--- src/rtl/mem_arb_pkg.sv ---
// Shared types for the memory response arbiter: FSM states, grant owner
// and latched operation kind.
package mem_arb_pkg;

    typedef enum logic [2:0] {
        IDLE,
        INST,
        DATA,
        DONE_I,
        DONE_D
    } state_t;

    typedef enum logic {
        GRANT_INST,
        GRANT_DATA
    } grant_t;

    typedef enum logic {
        OP_READ,
        OP_WRITE
    } op_t;

endpackage

--- src/rtl/mem_resp_arbiter.sv ---
// Serialises held-level instruction and data requests onto one memory port
// and returns one registered completion pulse per served request.
//
// Handshake: a requester raises *_read / *_write and holds it (with stable
// address) until it sees *_resp high for one cycle; the pmem side holds
// pmem_read / pmem_write until pmem_resp is seen, and pmem_rdata is valid
// only in the pmem_resp cycle. Requests are only sampled in IDLE.
module mem_resp_arbiter
    import mem_arb_pkg::*;
#(
    parameter int ADDR_W = 32,
    parameter int DATA_W = 32
) (
    input  logic                clk,
    input  logic                rst,

    input  logic                inst_read,
    input  logic [ADDR_W-1:0]   inst_addr,
    output logic [DATA_W-1:0]   inst_rdata,
    output logic                inst_resp,

    input  logic                data_read,
    input  logic                data_write,
    input  logic [ADDR_W-1:0]   data_addr,
    input  logic [DATA_W-1:0]   data_wdata,
    input  logic [DATA_W/8-1:0] data_mbe,
    output logic [DATA_W-1:0]   data_rdata,
    output logic                data_resp,

    output logic                pmem_read,
    output logic                pmem_write,
    output logic [ADDR_W-1:0]   pmem_address,
    output logic [DATA_W-1:0]   pmem_wdata,
    output logic [DATA_W/8-1:0] pmem_mbe,
    input  logic [DATA_W-1:0]   pmem_rdata,
    input  logic                pmem_resp,

    output state_t              dbg_state
);

    state_t                state;
    grant_t                last_grant;
    op_t                   op_q;
    logic [ADDR_W-1:0]     addr_q;
    logic [DATA_W-1:0]     wdata_q;
    logic [DATA_W/8-1:0]   mbe_q;

    logic                  data_req;
    logic                  grant_valid;
    grant_t                grant_sel;

    // Round-robin picker: on contention, the port that was not served last wins.
    always_comb begin
        data_req    = data_read | data_write;
        grant_valid = 1'b0;
        grant_sel   = GRANT_INST;
        if (inst_read && data_req) begin
            grant_valid = 1'b1;
            if (last_grant == GRANT_DATA) begin
                grant_sel = GRANT_INST;
            end else begin
                grant_sel = GRANT_DATA;
            end
        end else if (inst_read) begin
            grant_valid = 1'b1;
            grant_sel   = GRANT_INST;
        end else if (data_req) begin
            grant_valid = 1'b1;
            grant_sel   = GRANT_DATA;
        end
    end

    // Transaction FSM: latch the winner in IDLE, wait for pmem, then pulse resp.
    always_ff @(posedge clk or posedge rst) begin
        if (rst) begin
            state      <= IDLE;
            last_grant <= GRANT_DATA;
            op_q       <= OP_READ;
            addr_q     <= '0;
            wdata_q    <= '0;
            mbe_q      <= '0;
            inst_rdata <= '0;
            data_rdata <= '0;
            inst_resp  <= 1'b0;
            data_resp  <= 1'b0;
        end else begin
            case (state)
                IDLE: begin
                    if (grant_valid) begin
                        if (grant_sel == GRANT_INST) begin
                            addr_q  <= inst_addr;
                            op_q    <= OP_READ;
                            wdata_q <= '0;
                            mbe_q   <= '0;
                            state   <= INST;
                        end else begin
                            // Write wins over an illegal simultaneous read.
                            addr_q  <= data_addr;
                            op_q    <= data_write ? OP_WRITE : OP_READ;
                            wdata_q <= data_wdata;
                            mbe_q   <= data_mbe;
                            state   <= DATA;
                        end
                    end
                end
                INST: begin
                    if (pmem_resp) begin
                        inst_rdata <= pmem_rdata;
                        inst_resp  <= 1'b1;
                        last_grant <= GRANT_INST;
                        state      <= DONE_I;
                    end
                end
                DATA: begin
                    if (pmem_resp) begin
                        if (op_q == OP_READ) begin
                            data_rdata <= pmem_rdata;
                        end
                        data_resp  <= 1'b1;
                        last_grant <= GRANT_DATA;
                        state      <= DONE_D;
                    end
                end
                DONE_I: begin
                    inst_resp <= 1'b0;
                    state     <= IDLE;
                end
                DONE_D: begin
                    data_resp <= 1'b0;
                    state     <= IDLE;
                end
                default: begin
                    inst_resp <= 1'b0;
                    data_resp <= 1'b0;
                    state     <= IDLE;
                end
            endcase
        end
    end

    // Memory strobes follow the state directly so an async reset drops them at once.
    assign pmem_read    = (state == INST) || ((state == DATA) && (op_q == OP_READ));
    assign pmem_write   = (state == DATA) && (op_q == OP_WRITE);
    assign pmem_address = addr_q;
    assign pmem_wdata   = wdata_q;
    assign pmem_mbe     = mbe_q;
    assign dbg_state    = state;

endmodule

--- config.mk ---
export PLATFORM = sky130hd
export DESIGN_NAME = mem_resp_arbiter
export DESIGN_NICKNAME = d
export VERILOG_FILES = /design/src/rtl/mem_arb_pkg.sv /design/src/rtl/mem_resp_arbiter.sv
export SDC_FILE = /design/constraint.sdc
export NUM_CORES = 1
export LEC_CHECK = 0
export ABC_AREA = 1
export BUFFER_PORTS_ARGS = -buffer_cell sky130_fd_sc_hd__buf_2
export CORE_UTILIZATION = 40
export CTS_BUF_LIST = sky130_fd_sc_hd__clkbuf_4
export DETAILED_ROUTE_END_ITERATION = 10
export PLACE_DENSITY = 0.74
export SYNTH_ARGS = -nofsm -noshare
export SYNTH_HDL_FRONTEND = slang
export SYNTH_SLANG_ARGS = --single-unit
--- constraint.sdc ---
create_clock -name clk -period 5.8 [get_ports clk]
set_input_delay 0.58 -clock clk [delete_from_list [all_inputs] [get_ports clk]]
set_output_delay 0.58 -clock clk [all_outputs]
set_load 0.01 [all_outputs]
* Yosys cells after proc, flatten, opt, wreduce, memory -nomap -nowiden
Index checks and enable logic that the tools add are counted.
** Storage, ports and cells
- Register bits after elaboration :: 139
- Word-level logic and storage cells :: 57
- Output and inout port bits :: 139
- Input bits :: 138
** Cells by class
- Equal/unequal tests :: 7
- Reductions and logical operators :: 15
- Multiplexer cells :: 21
- Bitwise gates (word level) :: 4
** Operators by type and width (number)
- $mux W32 :: 2
- $mux W1 :: 10
- $mux W3 :: 3
- $pmux W3 S3 :: 1
- $reduce_and A3 Y1 :: 3
- $reduce_and A2 Y1 :: 4
- $eq A3 B2 Y1 const B :: 2
- $ne A2 B2 Y1 const B :: 3
- $pmux W1 S2 :: 3
- $reduce_or A3 Y1 :: 2
- $mux W4 :: 1
- $eq A3 B1 Y1 const B :: 1
- $eq A3 B3 Y1 const B :: 1
- $logic_and A1 B1 Y1 :: 3
- $logic_not A3 Y1 :: 1
- $not A1 Y1 :: 3
- $mux W2 :: 1
- $reduce_bool A2 Y1 :: 1
- $logic_or A1 B1 Y1 :: 1
- $or A1 B1 Y1 :: 1

* Logic depth before layout (Yosys ltp)
- Depth in word-level cells :: 7
- Gate-level depth with buffers :: 9

* Least setup slack after synthesis
OpenSTA, ideal clock, no wires.
- Kind :: reg2out
- Start point :: register state[0], in the netlist dbg_state[0]
- End point :: output pmem_read
- Arrival time :: 971 ps
- Cell stages (with the launch flop) :: 4
- Slack :: 4249 ps
- Path through :: dfrtp_1 > nor2_2 > nand2_2 > o21ai_0
** Between the ends
- Cells in the longest elaborated chain, start to end :: 3
- Elaborated cells between the ends (all ways) :: 4
- Classes of those cells :: eq/ne (2); reduce/logical (2)
** RTL lines
- start, declared :: RTL line mem_resp_arbiter.sv:41 : state_t state;
- start signal, assigned :: RTL line mem_resp_arbiter.sv:76 : state <= IDLE;
- start signal, assigned :: RTL line mem_resp_arbiter.sv:95 : state <= INST;
- start signal, assigned :: RTL line mem_resp_arbiter.sv:102 : state <= DATA;
- $eq A3 B2 Y1 :: RTL line mem_resp_arbiter.sv:142 : assign pmem_read = (state == INST) || ((state == DATA) && (op_q == OP_READ));
- $logic_and A1 B1 Y1 :: RTL line mem_resp_arbiter.sv:142
- $logic_or A1 B1 Y1 (*) :: RTL line mem_resp_arbiter.sv:142
- end, declared :: RTL line mem_resp_arbiter.sv:30 : output logic pmem_read,
Mark *: on every way between the ends. The rest lies on a longest branch, timed or not.

* Worst setup path in the final report
- Start point :: register state[0], in the netlist dbg_state[0]
- End point :: register wdata_q[16], in the netlist pmem_wdata[16]
** Between the ends
- Cells in the longest elaborated chain, start to end :: 2
** RTL lines
- $logic_not A3 Y1 :: RTL line mem_resp_arbiter.sv:87 : case (state)
- $reduce_and A2 Y1 (no line)
- end signal, assigned :: RTL line mem_resp_arbiter.sv:100 : wdata_q <= data_wdata;
- end, declared :: RTL line mem_resp_arbiter.sv:45 : logic [DATA_W-1:0] wdata_q;
No other way between the ends.
A chain may end at the register's enable or synchronous reset.

==> impl_metrics.toml <==
[clock_tree]
cts-hold-fix-buffers = 0
cts_resized = 0
postCtsSetupBuffers = 0
cts_sinks = 139
insertion_delay_ns = 0.54
clockBufferDepth = 2
cts-htree-levels = 4
cts.reportedPaths.clkPinSlew_ns = 0.12
cts_buffers = 17
cts_root_buf = "clkbuf_4"
cts_tree = "built"

[sta]
rsz0062_at_grt = "no"
fin_crit_sh_pct = 42.6
hold_viol_final = 0
tns_ns = 0
period_minus_slack_ns = 2.47
fmax_mhz = 405
fin_worst_skew_ns = 0.0156
relSlewSlack_pct = 25.8
maxSlewViolCount = 0
setup_viol = 0
worst_pin_slew_ns = 1.11

[synth]
synth_top_area_share_pct = 59.9
seq_area_frac_synth_pct = 60.4
ys_seq_elements = 139
synth.net_count = 795
ys_top_cells_by_area = "dfrtp_1 (60%), nand2_1 (16%), inv_1 (5.0%)"
synth_area_sq_um = 5760
synth_cells = 657
syn_area_per_cell_sq_um = 8.77
synth_cell_types = 20
ys_warn_count = 0
synth_top_cell_by_area = "dfrtp_1"

[global_routing]
antenna_found_initial = 1
grt-ovfl-total = 0
grt_usage_pct = 21.1
grt_pass1_vias = 4888
grt_max_degree = 78
grt_pass1_wl_mm = 23.9

[layout]
n_fill_cell = 1343
final_common_cell = "buf_2"
drive_above_1_share_pct = 34.9
postLayoutCellArea_sq_um = 7560
final_net_count = 1056
final_cell_mix = "buf_2 (276), nand2_1 (250), dfrtp_1 (138)"
synthToLayoutAreaGrowth_pct = 31.2

[worst_setup_path]
startpoint_type = "flip-flop"
cp-startpoint = "dbg_state[0]"
worstPathRequired_ns = 6.23
critPathCaptureType = "flip-flop"
path_class = "flip-flop to flip-flop"
crit_arrival_ns = 2.90
worst-r2r-setup-slack_ns = 3.33
reg2regPathDepth = 6
reg2reg_from = "dbg_state[0]"
crit_fanout = 68

[run_status]
outcome = "finished, final reports clean"

[route]
routed_wl_mm = 15.0
antenna_left = 0
drtIter0Drc = 239
drc = 0
wl_per_cell_um = 13.5
vias = 5182
drt-pass1-iter-count = 7
viasPerCell = 4.66

[worst_hold_path]
timing.hold.worst.class = "input port to asynchronous set/reset pin"

[pwr]
vdd_drop_max_uv = 240
p_leak_nw = 4.47
power.density_nw_per_um2 = 535
finalPower_mw = 4.04

[run]
cap_violations = 0

[floorplan]
row_count = 43
dieHeight_um = 122
coreArea_sq_um = 14000
io_pins = 277
dieWidth_um = 122
start_util_pct = 41.2
die_area_sq_um = 14900

[placed_design]
place_area_sq_um = 7210
port_buffers = 276
place_hpwl_mm = 10.8
gp_congestion = 0.913
==> state kept, by name, indices dropped and copies added, names as in the netlist <==
register and cells:
last_grant 1, dbg_state 3, pmem_wdata 32, data_rdata 32, data_resp 1, op_q 1
inst_rdata 32, pmem_address 32, pmem_mbe 4, inst_resp 1
==> Yosys cell counts <==
master and instances:
a21oi_1 1, buf_1 1, buf_2 20, buf_4 1, buf_6 3, clkbuf_1 13
dfrtp_1 138, dfstp_2 1, inv_1 76, inv_2 2, nand2_1 251, nand2_2 2
nand3_1 39, nand3_2 1, nor2_1 5, nor2_2 2, nor2_4 2, o211ai_1 32
o21ai_0 46, o21ai_1 21
==> metrics by stage <==
stage	setup WS [ns]	hold WS, ns	cells	util, %
CTS	3.31	0.0477	1111	54.0
detailed placement	3.23	0.453	1079	51.6
finish	3.33	0.0798	1112	54.0
global route	3.08	0.0670	1112	54.0
floorplan	1.50	0.444	657	-
global placement	3.25	0.449	1079	51.6
==> where the power goes <==
group          leakage [nW]  internal (mW)  total (mW)  switching (mW)
clock                 0.175          0.351       0.725           0.374
combinational          2.55          0.626        1.68            1.06
sequential             1.74           1.41        1.64           0.227
==> routing by layer <==
layer	wire (um)	track usage [%]	share of wire, %	vias to the layer above
li1	-	-	-	2593
met2	7110	32.8	47	165
met5	0	0	0	-
met3	847	5.76	5.7	35
met4	520	11.7	3.5	0
met1	6510	26.5	43	2389
==> kinds of logic (layout without fill, tap and decap cells) <==
kind of cell | count (synthesis) | after routing | share of synthesized area (%)
and+or+nand+nor | 302 | 302 | 21.1
buffers and inverters | 116 | 390 | 8.45
other | 0 | 1 | 0
AOI/OAI and AO/OA | 100 | 100 | 10.1
DFF | 139 | 139 | 60.4
==> critical path, cell delays in order, from the launching register on <==
cell,delay [ns]
dfrtp_1,0.44
nor2_2,0.15
nand2_1,0.14
nor2_4,0.64
inv_2,0.66
nand2_1,0.22
nand2_1,0.07
==> worst paths after layout <==
check,to
max,pmem_wdata[16]
min,pmem_mbe[0]
max reg2reg,pmem_wdata[16]
min reg2reg,pmem_wdata[8]
max in group asynchronous,inst_rdata[31]
min in group clk,pmem_wdata[3]
==> cell type report <==
| type | count | area [sq um] | area share, % |
|---|---|---|---|
| Tap cell | 180 | 225 | 2.98 |
| Clock buffer | 17 | 128 | 1.69 |
| Antenna cell | 1 | 2.50 | 0.0331 |
| Inverter | 78 | 298 | 3.94 |
| Multi-Input combinational cell | 402 | 1800 | 23.8 |
| Sequential cell | 139 | 3480 | 46.1 |
| Clock inverter | 15 | 213 | 2.82 |
| Timing Repair Buffer | 280 | 1410 | 18.7 |
No activity file was read; power rests on OpenSTA's default activity.
